`config.mk`:
```
export PLATFORM = sky130hd
export DESIGN_NAME = fifo_wr_arbiter
export DESIGN_NICKNAME = d
export VERILOG_FILES = /design/src/rtl/fifo_wr_arbiter.sv
export SDC_FILE = /design/constraint.sdc
export NUM_CORES = 1
export LEC_CHECK = 0
export ABC_AREA = 1
export CAP_MARGIN = 5
export CORE_UTILIZATION = 34
export DETAILED_ROUTE_END_ITERATION = 12
export PLACE_DENSITY = 0.88
export SLEW_MARGIN = 10
export SYNTH_ARGS = -nofsm -noshare
export SYNTH_HDL_FRONTEND = slang
export SYNTH_SLANG_ARGS = --single-unit
```
`constraint.sdc`:
```
create_clock -name clock_in -period 3.34 [get_ports clock_in]
set_input_delay 1.002 -clock clock_in [delete_from_list [all_inputs] [get_ports clock_in]]
set_output_delay 1.002 -clock clock_in [all_outputs]
set_load 0.02 [all_outputs]
```
`src/rtl/fifo_wr_arbiter.sv`:
```
// Burst round-robin arbiter sharing one fifo write port among NUM_REQ producers.
// Optional `FIFO_ARB_STATS_EN adds a saturating stall_cycles counter output.
module fifo_wr_arbiter #(
  parameter  int NUM_REQ    = 4,
  parameter  int DATA_WIDTH = 32,
  parameter  int MAX_BURST  = 8,
  localparam int IDX_W      = (NUM_REQ > 1) ? $clog2(NUM_REQ) : 1
) (
  input  logic                          clock_in,
  input  logic                          rst_in_n,
  input  logic [NUM_REQ*DATA_WIDTH-1:0] req_data,
  input  logic [NUM_REQ-1:0]            req_valid,
  output logic [NUM_REQ-1:0]            req_ready,
  output logic [DATA_WIDTH-1:0]         data_in,
  output logic                          data_in_valid,
  input  logic                          data_in_full,
  output logic [IDX_W-1:0]              grant_id,
  output logic                          grant_active
`ifdef FIFO_ARB_STATS_EN
  ,
  output logic [15:0]                   stall_cycles
`endif
);

  localparam int CNT_W = $clog2(MAX_BURST + 1);

  typedef enum logic {
    S_IDLE,
    S_GRANT
  } state_t;

  state_t           state_q, state_d;
  logic [IDX_W-1:0] rr_ptr_q, rr_ptr_d;
  logic [IDX_W-1:0] grant_id_q, grant_id_d;
  logic [CNT_W-1:0] burst_cnt_q, burst_cnt_d;

  logic [IDX_W-1:0]      g_inc;
  logic [IDX_W-1:0]      pick_base;
  logic [IDX_W-1:0]      pick_idx;
  logic                  pick_found;
  logic                  v_g;
  logic                  xfer;
  logic                  last_word;
  logic                  release_g;
  logic [DATA_WIDTH-1:0] data_sel;

  // Successor of the granted index, wrapping at NUM_REQ.
  always_comb begin
    g_inc = grant_id_q + IDX_W'(1);
    if (grant_id_q == IDX_W'(NUM_REQ - 1)) begin
      g_inc = '0;
    end
  end

  // Round-robin search: first valid requester from pick_base, wrapping.
  always_comb begin
    logic [IDX_W:0] k;
    pick_base  = (state_q == S_IDLE) ? rr_ptr_q : g_inc;
    pick_found = 1'b0;
    pick_idx   = '0;
    k          = '0;
    for (int i = NUM_REQ - 1; i >= 0; i--) begin
      k = {1'b0, pick_base} + (IDX_W + 1)'(i);
      if (k >= (IDX_W + 1)'(NUM_REQ)) begin
        k = k - (IDX_W + 1)'(NUM_REQ);
      end
      if (req_valid[k[IDX_W-1:0]]) begin
        pick_found = 1'b1;
        pick_idx   = k[IDX_W-1:0];
      end
    end
  end

  // Word mux and transfer/release qualifiers for the current grant.
  always_comb begin
    data_sel = '0;
    for (int i = 0; i < NUM_REQ; i++) begin
      if (grant_id_q == IDX_W'(i)) begin
        data_sel = req_data[i*DATA_WIDTH +: DATA_WIDTH];
      end
    end
    v_g       = req_valid[grant_id_q];
    xfer      = v_g && !data_in_full;
    last_word = (burst_cnt_q == CNT_W'(MAX_BURST - 1));
    release_g = !v_g || (xfer && last_word);
  end

  // Next-state: arbitrate from IDLE, count and rotate bursts in GRANT.
  always_comb begin
    state_d     = state_q;
    rr_ptr_d    = rr_ptr_q;
    grant_id_d  = grant_id_q;
    burst_cnt_d = burst_cnt_q;
    unique case (state_q)
      S_IDLE: begin
        if (pick_found) begin
          state_d     = S_GRANT;
          grant_id_d  = pick_idx;
          burst_cnt_d = '0;
        end
      end
      S_GRANT: begin
        if (release_g) begin
          rr_ptr_d    = g_inc;
          burst_cnt_d = '0;
          if (pick_found) begin
            grant_id_d = pick_idx;
          end else begin
            state_d = S_IDLE;
          end
        end else if (xfer) begin
          burst_cnt_d = burst_cnt_q + CNT_W'(1);
        end
      end
      default: state_d = S_IDLE;
    endcase
  end

  // State registers with synchronous active-low reset.
  always_ff @(posedge clock_in) begin
    if (!rst_in_n) begin
      state_q     <= S_IDLE;
      rr_ptr_q    <= '0;
      grant_id_q  <= '0;
      burst_cnt_q <= '0;
    end else begin
      state_q     <= state_d;
      rr_ptr_q    <= rr_ptr_d;
      grant_id_q  <= grant_id_d;
      burst_cnt_q <= burst_cnt_d;
    end
  end

  // Outputs; handshakes are forced low while reset is asserted.
  always_comb begin
    logic act;
    act           = rst_in_n && (state_q == S_GRANT);
    grant_active  = act;
    grant_id      = grant_id_q;
    data_in       = act ? data_sel : '0;
    data_in_valid = act && v_g;
    req_ready     = '0;
    if (act && !data_in_full) begin
      req_ready[grant_id_q] = 1'b1;
    end
  end

`ifdef FIFO_ARB_STATS_EN
  logic [15:0] stall_q, stall_d;

  // Saturating count of cycles the fifo refuses an offered word.
  always_comb begin
    stall_d = stall_q;
    if (data_in_valid && data_in_full && stall_q != 16'hFFFF) begin
      stall_d = stall_q + 16'd1;
    end
  end

  // Stall counter register, cleared by reset.
  always_ff @(posedge clock_in) begin
    if (!rst_in_n) begin
      stall_q <= '0;
    end else begin
      stall_q <= stall_d;
    end
  end

  assign stall_cycles = stall_q;
`endif

endmodule

```
After elaboration in Yosys (flattened, before gate mapping). Index checks and enable logic that the tools add are counted.

Register bits: 9.

Bitwise gates (word level): 1. $add $sub $neg: 9. Order comparisons: 10. Reductions and logical operators: 12. Eq/ne operators: 7. Muxes and demuxes: 42.

Operator list (count): $mux W32 (5); $mux W2 (12); $mux W4 (4); $lt A2 B3 Y1 const B (5); $mux W1 (12); $bmux W1 S2 (5); $ge A3 B3 Y1 const B (3); $pmux W4 S2 (1); $sub A2 B1 Y2 const B (4); $add A2 B2 Y3 const B (2); $logic_and A1 B1 Y1 (6); $add A4 B1 Y4 const B (1); $eq A2 B2 Y1 const B (2); $eq A4 B3 Y1 const B (1); $pmux W2 S2 (1); $reduce_and A2 Y1 (2); $add A2 B1 Y3 const B (1); $ge A2 B3 Y1 const B (1); $ne A3 B1 Y1 const B (1); $add A2 B1 Y2 const B (1); $demux W1 S2 (1); $eq A2 B1 Y1 const B (1); $ge A2 B1 Y1 const B (1); $logic_not A1 Y1 (2); 6 further kinds (6).

Depth between registers and ports, before layout. Gate-level depths: netlist of run 1.

Depth in word-level cells: 15. Gate-level depth with buffers: 15.

Worst setup path after synthesis of run 1. Ideal clock, no wire load.

Path type: in2out. From: in rst_in_n. To: out data_in[22]. Path slack: 0.282 ns. Arrival time: 2.056 ns. Buffers on the path: 1. Cell stages on the path: 5. Cell sequence: nand2_1 -> inv_1 -> clkbuf_1 -> o21ai_0 -> a21oi_1.

Cells in the longest elaborated chain, start to end: 2.

Ends and longest elaborated chain: start, declared (line 10) `input logic rst_in_n,`; $logic_and A1 B1 Y1 (line 137) `act = rst_in_n && (state_q == S_GRANT);`; via grant_active (line 18) `output logic grant_active`; $mux W32 (line 140) `data_in = act ? data_sel : '0;`; end, declared (line 14) `output logic [DATA_WIDTH-1:0] data_in,`.

The timed path passes the listed nets, and every way through them passes these cells.

Final worst setup path of run 1.
From: in req_valid[0]. To: out data_in_valid.

Cells in the longest elaborated chain, start to end: 3.

Ends and longest elaborated chain: start, declared (line 12) `input logic [NUM_REQ-1:0] req_valid,`; $bmux W1 S2 (line 82) `v_g = req_valid[grant_id_q];`; $mux W1 (implied by the code) (line 82); $logic_and A1 B1 Y1 (line 141) `data_in_valid = act && v_g;`; end, declared (line 15) `output logic data_in_valid,`.

No other way between the ends. The select of a mux whose other input is x is not followed.

==> qor.yml, run 1 <==
status: "finished clean"
rsz0062_at_grt: "false"
synthMuxAreaShare: 0
clock.fmax_mhz: 308
synth_top_family_by_area: "compound AO/OA/AOI/OAI gates"
cp_cell_sequence: "clkdlybuf4s50_1 -> inv_1 -> o21ai_1 -> nand2_1 -> nor2_1 -> clkdlybuf4s15_1"
worstPathArrival_ns: 2.25
period_needed_ns: 3.25
irDropWorstVdd_v: 0.000611
nFillCells: 506
synth.area.top_cells: "o21ai_0, a21oi_1, nor2_1"
avgViaCountPerCell: 5.28
cp_num_buf_inv: 3
tritoncts: "built"
hpwl_um: 6800
fp.dieW_um: 77.3
postSynthAreaPerCell_um2: 5.26
ys_warn_count: 0
grt_pass1_wl_um: 13800
yosysMostFrequentCell: "o21ai_0"
r2r_slack_ns: 1.27
crit_type: "primary input to output port"
fin_crit_sh: 0.973
worstPathMaxFanout: 2
die-area_um2: 5980
clk_latency_ns: 0.24
hold_path.class: "register to register"
switchingPower_mw: 1.34
finalWirelength_um: 9100
synth_top_area_share: 0.262
layout-drive-gt1-share: 0.164
drtPass1Iterations: 5
place_area_um2: 3860
intPower_mw: 1.07
startpoint_type: "primary input"
grt_max_degree: 66
syn_nets: 507
numCtsBuffers: 3
synthCells: 367
post_drt_wl_per_cell_um: 14.9
path_delay_family: "buffers and inverters"
stdcell_area_um2: 3830
io_pins: 175
design.core.area_um2: 5470
vias: 3222
p_clk_frac: 0.055
placement.io_buffers: 174
fp.dieH_um: 77.3
finalSetupViolCount: 0
synthesis.area_um2: 1930
max_stage_delay_ns: 0.48
n_antenna_cell: 0
synthFlopType: "dfxtp_1"
postRouteAntennaNets: 0
area_delta_synth_final_pct: 98.3
start_util: 0.353
synthAdderAreaFrac: 0.0324
sequentialPowerShare: 0.077
p_sw_frac: 0.558
nets: 679
cp.required_ns: 2.34
skew_ns: 0.00451
synth_compound_area_frac: 0.456
synth-simple-area-share: 0.317
ys_ff_latch: 9
synth_cell_types: 21
clk_pin_slew_ns: 0.05
hold_viol_final: 0
gp_congestion: 0.893
synthTopCellsByCount: "o21ai_0, a21oi_1, nor2_1"
seq_area_frac_synth: 0.0934
cp-end-kind: "output port"
clockBufferDepth: 2
cts_root_buffer: "clkbuf_8"
drcViolationCount: 0
p_per_area_nw_per_um2: 630
synth_edf_count: 0
slowest_stage: "clkdlybuf4s50_1"
slew_viol_final: 0
fin_util: 0.699
cts.sinks: 9
grt.total_usage: 0.282
first_global_vias: 2918
tightest_slew_ns: 0.347
synthArstFlopShare: 0
yosys.area_share.xor_xnor: 0.00454
htreeDepth: 1
row_count: 27
drt_iter0_drc: 149
power.leakage_nw: 1.61
antenna_found_initial: 0
relSlewSlack: 0.768
yosys.area.top_type: "o21ai_0"
maxCapViolCount: 0
timing.hold.ws_ns: 0.509
overflow: 0
comb_power_share: 0.868
==> cell families after synthesis <==
kind of cell               count (synthesis)
adders and majority gates                  5
xor gates and xnor gates                   1
and+or+nand+nor                          128
buffers and inverters                     49
AOI/OAI and AO/OA                        175
DFF                                        9
==> metal layers <==
layer,global-route usage,vias to the layer above,share of wire
met4,0.111,0,0.031
met2,0.511,148,0.50
met5,0,-,0
met1,0.331,1444,0.40
li1,-,1604,-
met3,0.0388,26,0.064
==> worst reg2reg max path, stage by stage (launching register included) <==
cell and delay [ns]:
dfxtp_1 0.32, buf_4 0.16, ha_1 0.22, nor2_1 0.16, nand2_2 0.15, nand2_4 0.15
nand2_2 0.06, nand3_1 0.11, nand2_2 0.10, nor2_4 0.15, nand3_4 0.12, nand2_4 0.09
nand2_1 0.06, nand2_1 0.07, nor2_1 0.04
==> sequential cells by signal (all words and copies together) (netlist names) <==
register     cells
state_q          1
rr_ptr_q         2
burst_cnt_q      4
grant_id         2
==> per-stage QoR <==
step | power, mW | setup slack (ns) | TNS (ns) | instances
3_5_place_dp | 2.31 | -0.429 | -14.39 | 604
2_1_floorplan | 1.55 | 0.282 | 0 | 367
6_report | 2.41 | 0.0888 | 0 | 610
3_3_place_gp | 2.26 | -0.411 | -14.27 | 604
5_1_grt | 2.64 | 0.00368 | 0 | 610
4_1_cts | 2.40 | 0.00108 | 0 | 608
==> final timing paths <==
kind	from	to	cells past startpoint
worst max-delay path	req_valid[0]	data_in_valid	6
worst min-delay path	burst_cnt_q[3]$_SDFFE_PN0P_	burst_cnt_q[3]$_SDFFE_PN0P_	2
worst max register to register	grant_id[0]$_SDFFE_PN0P_	burst_cnt_q[1]$_SDFFE_PN0P_	14
worst min register to register	burst_cnt_q[3]$_SDFFE_PN0P_	burst_cnt_q[3]$_SDFFE_PN0P_	2
==> placed cells by master, fill, tap and decap left out, types with 15 or more instances in the layout <==
cell type        synthesis  layout
nand2_1                 30      29
clkdlybuf4s50_1          0     135
buf_4                    0      15
a21oi_1                 73      73
nand3_1                 18      18
nor2_1                  53      53
nand2_2                 16      17
buf_2                    0      24
inv_1                   20      19
o21ai_0                101      98
==> area by class of cell <==
| class | instances | area, µm² | share of cell area |
|---|---|---|---|
| sequential | 9 | 180 | 0.0471 |
| timing repair buffer | 195 | 1860 | 0.487 |
| multi-input combinational | 309 | 1570 | 0.409 |
| clock buffer | 4 | 45.0 | 0.0118 |
| inverter | 21 | 83.8 | 0.0219 |
| tap | 72 | 90.1 | 0.0235 |
==> power groups by stage <==
stage	Combinational [mW]	Sequential, mW	Clock (mW)
2_1_floorplan	1.36	0.191	0
3_5_place_dp	2.12	0.185	0
3_3_place_gp	2.08	0.183	0
6_report	2.09	0.185	0.133
4_1_cts	2.09	0.183	0.130
5_1_grt	2.32	0.188	0.138
==> what timing repair did <==
item	in CTS	in global routing
hold buffers	0	0
gates resized for setup	122	28
pin swaps	0	0
setup endpoints to repair	38	36
cloned	0	1
buffers inserted	0	1
Power figures use the tool's default switching activity.
==> run 2: changes to the inputs <==
Settings changed: PLACE_DENSITY 0.88 to 0.87.
==> run 2 against run 1 <==
Net effect: combinational power hardly changed; count of clock-buffer cells in the layout stayed put; highest routed layer unchanged; hold slack worse by 0.0023 ns; critical path type unchanged; via count is 2.9% lower; clock power hardly changed; clock skew is 0.0033 ns lower; largest power group unchanged.
==> qor.yml, run 2 (synthesized netlist as in run 1, its figures left out) <==
maxCapViolCount: 0
nFillCells: 510
cp-end-kind: "output port"
area_delta_synth_final_pct: 94.4
grt_max_degree: 46
fin_util: 0.685
grt.total_usage: 0.281
post_cts_buffers: 0
place_area_um2: 3840
tightest_slew_ns: 0.341
hpwl_um: 6750
period_needed_ns: 3.21
grt_pass1_wl_um: 13700
p_per_area_nw_per_um2: 636
worstPathMaxFanout: 1
dp_cells: 603
fin_ws_ns: 0.131
stdcell_area_um2: 3750
first_global_vias: 2878
postRouteAntennaNets: 0
irDropWorstVdd_v: 0.000590
startpoint_type: "primary input"
clk_pin_slew_ns: 0.05
slew_viol_final: 0
design.core.area_um2: 5470
drt_iter0_drc: 144
drtPass1Iterations: 4
clockBufferDepth: 2
worstPathArrival_ns: 2.21
layout-drive-gt1-share: 0.167
antenna_found_initial: 0
cts.sinks: 9
final.setup.tns_ns: 0
layout_commonest_cell: "clkdlybuf4s50_1"
io_pins: 175
skew_ns: 0.00118
relSlewSlack: 0.773
placement.io_buffers: 174
hold_path.class: "register to register"
fin_crit_sh: 0.961
htreeDepth: 1
vias: 3129
overflow: 0
crit_type: "primary input to output port"
cp.required_ns: 2.34
finalSetupViolCount: 0
start_util: 0.353
fp.dieH_um: 77.3
finalWirelength_um: 8910
post_drt_wl_per_cell_um: 14.6
clk_latency_ns: 0.24
n_antenna_cell: 0
largest_reg_flops: 4
top_register: "burst_cnt_q"
die-area_um2: 5980
tritoncts: "built"
cts_root_buffer: "clkbuf_8"
gp_congestion: 0.889
nets: 680
rsz0062_at_grt: "false"
hold_viol_final: 0
numCtsBuffers: 3
fp.dieW_um: 77.3
final_cells: 611
layout_common_cells: "clkdlybuf4s50_1, o21ai_0, a21oi_1"
avgViaCountPerCell: 5.12
row_count: 27
clock.fmax_mhz: 312
drcViolationCount: 0
status: "finished clean"
power.leakage_nw: 1.63
place_ws_ns: -0.512
[run 2: changes by cell type in the layout (fill, tap and decap cells not counted)]
cell             previous run  this run
buf_12                      5         4
clkbuf_2                    0         1
clkdlybuf4s15_2            10         0
clkdlybuf4s15_1             1         0
buf_2                      24        35
buf_4                      15        16
[run 2: metal layers]
layer	vias to the layer above	global-route usage	part of all wire
met5	-	0	0
met3	26	0.0529	0.079
li1	1605	-	-
met4	0	0.0925	0.028
met2	137	0.524	0.50
met1	1361	0.316	0.39
[run 2: area by class of cell]
class	count	area, µm²	share of cell area
timing repair buffer	196	1790	0.476
multi-input combinational	309	1570	0.417
clock buffer	4	45.0	0.0120
inverter	21	83.8	0.0223
sequential	9	180	0.0480
tap	72	90.1	0.0240
[run 2: final timing paths]
kind                                                   from                           to  slack (ns)  cells past startpoint
worst max-delay path                            req_data[7]                   data_in[7]        0.13                      6
worst max register to register     grant_id[0]$_SDFFE_PN0P_     grant_id[1]$_SDFFE_PN0P_        1.20                     14
worst min register to register  burst_cnt_q[3]$_SDFFE_PN0P_  burst_cnt_q[3]$_SDFFE_PN0P_        0.51                      2
worst min-delay path            burst_cnt_q[3]$_SDFFE_PN0P_  burst_cnt_q[3]$_SDFFE_PN0P_        0.51                      2
[run 2: power breakdown]
group | internal, mW | switching [mW]
Combinational | 0.811 | 1.26
Clock | 0.0838 | 0.0505
Sequential | 0.143 | 0.0401
[run 2: critical path: stages]
cell and delay (ns):
clkdlybuf4s50_1 0.46, a21oi_1 0.06, o21ai_0 0.25, o21ai_0 0.13, a21oi_1 0.13, buf_2 0.18
[run 2: metrics by stage]
step / power (mW) / hold WS [ns]
6_report: 2.38 / 0.507
5_1_grt: 2.61 / 0.520
3_3_place_gp: 2.25 / 0.478
4_1_cts: 2.35 / 0.510
3_5_place_dp: 2.30 / 0.503
2_1_floorplan: 1.55 / 0.459
[run 2: repair_timing]
action	CTS	global route
resized for setup	151	12
cloned	1	3
pin swaps	0	0
hold buffers	0	0
endpoints found under the setup margin	38	26
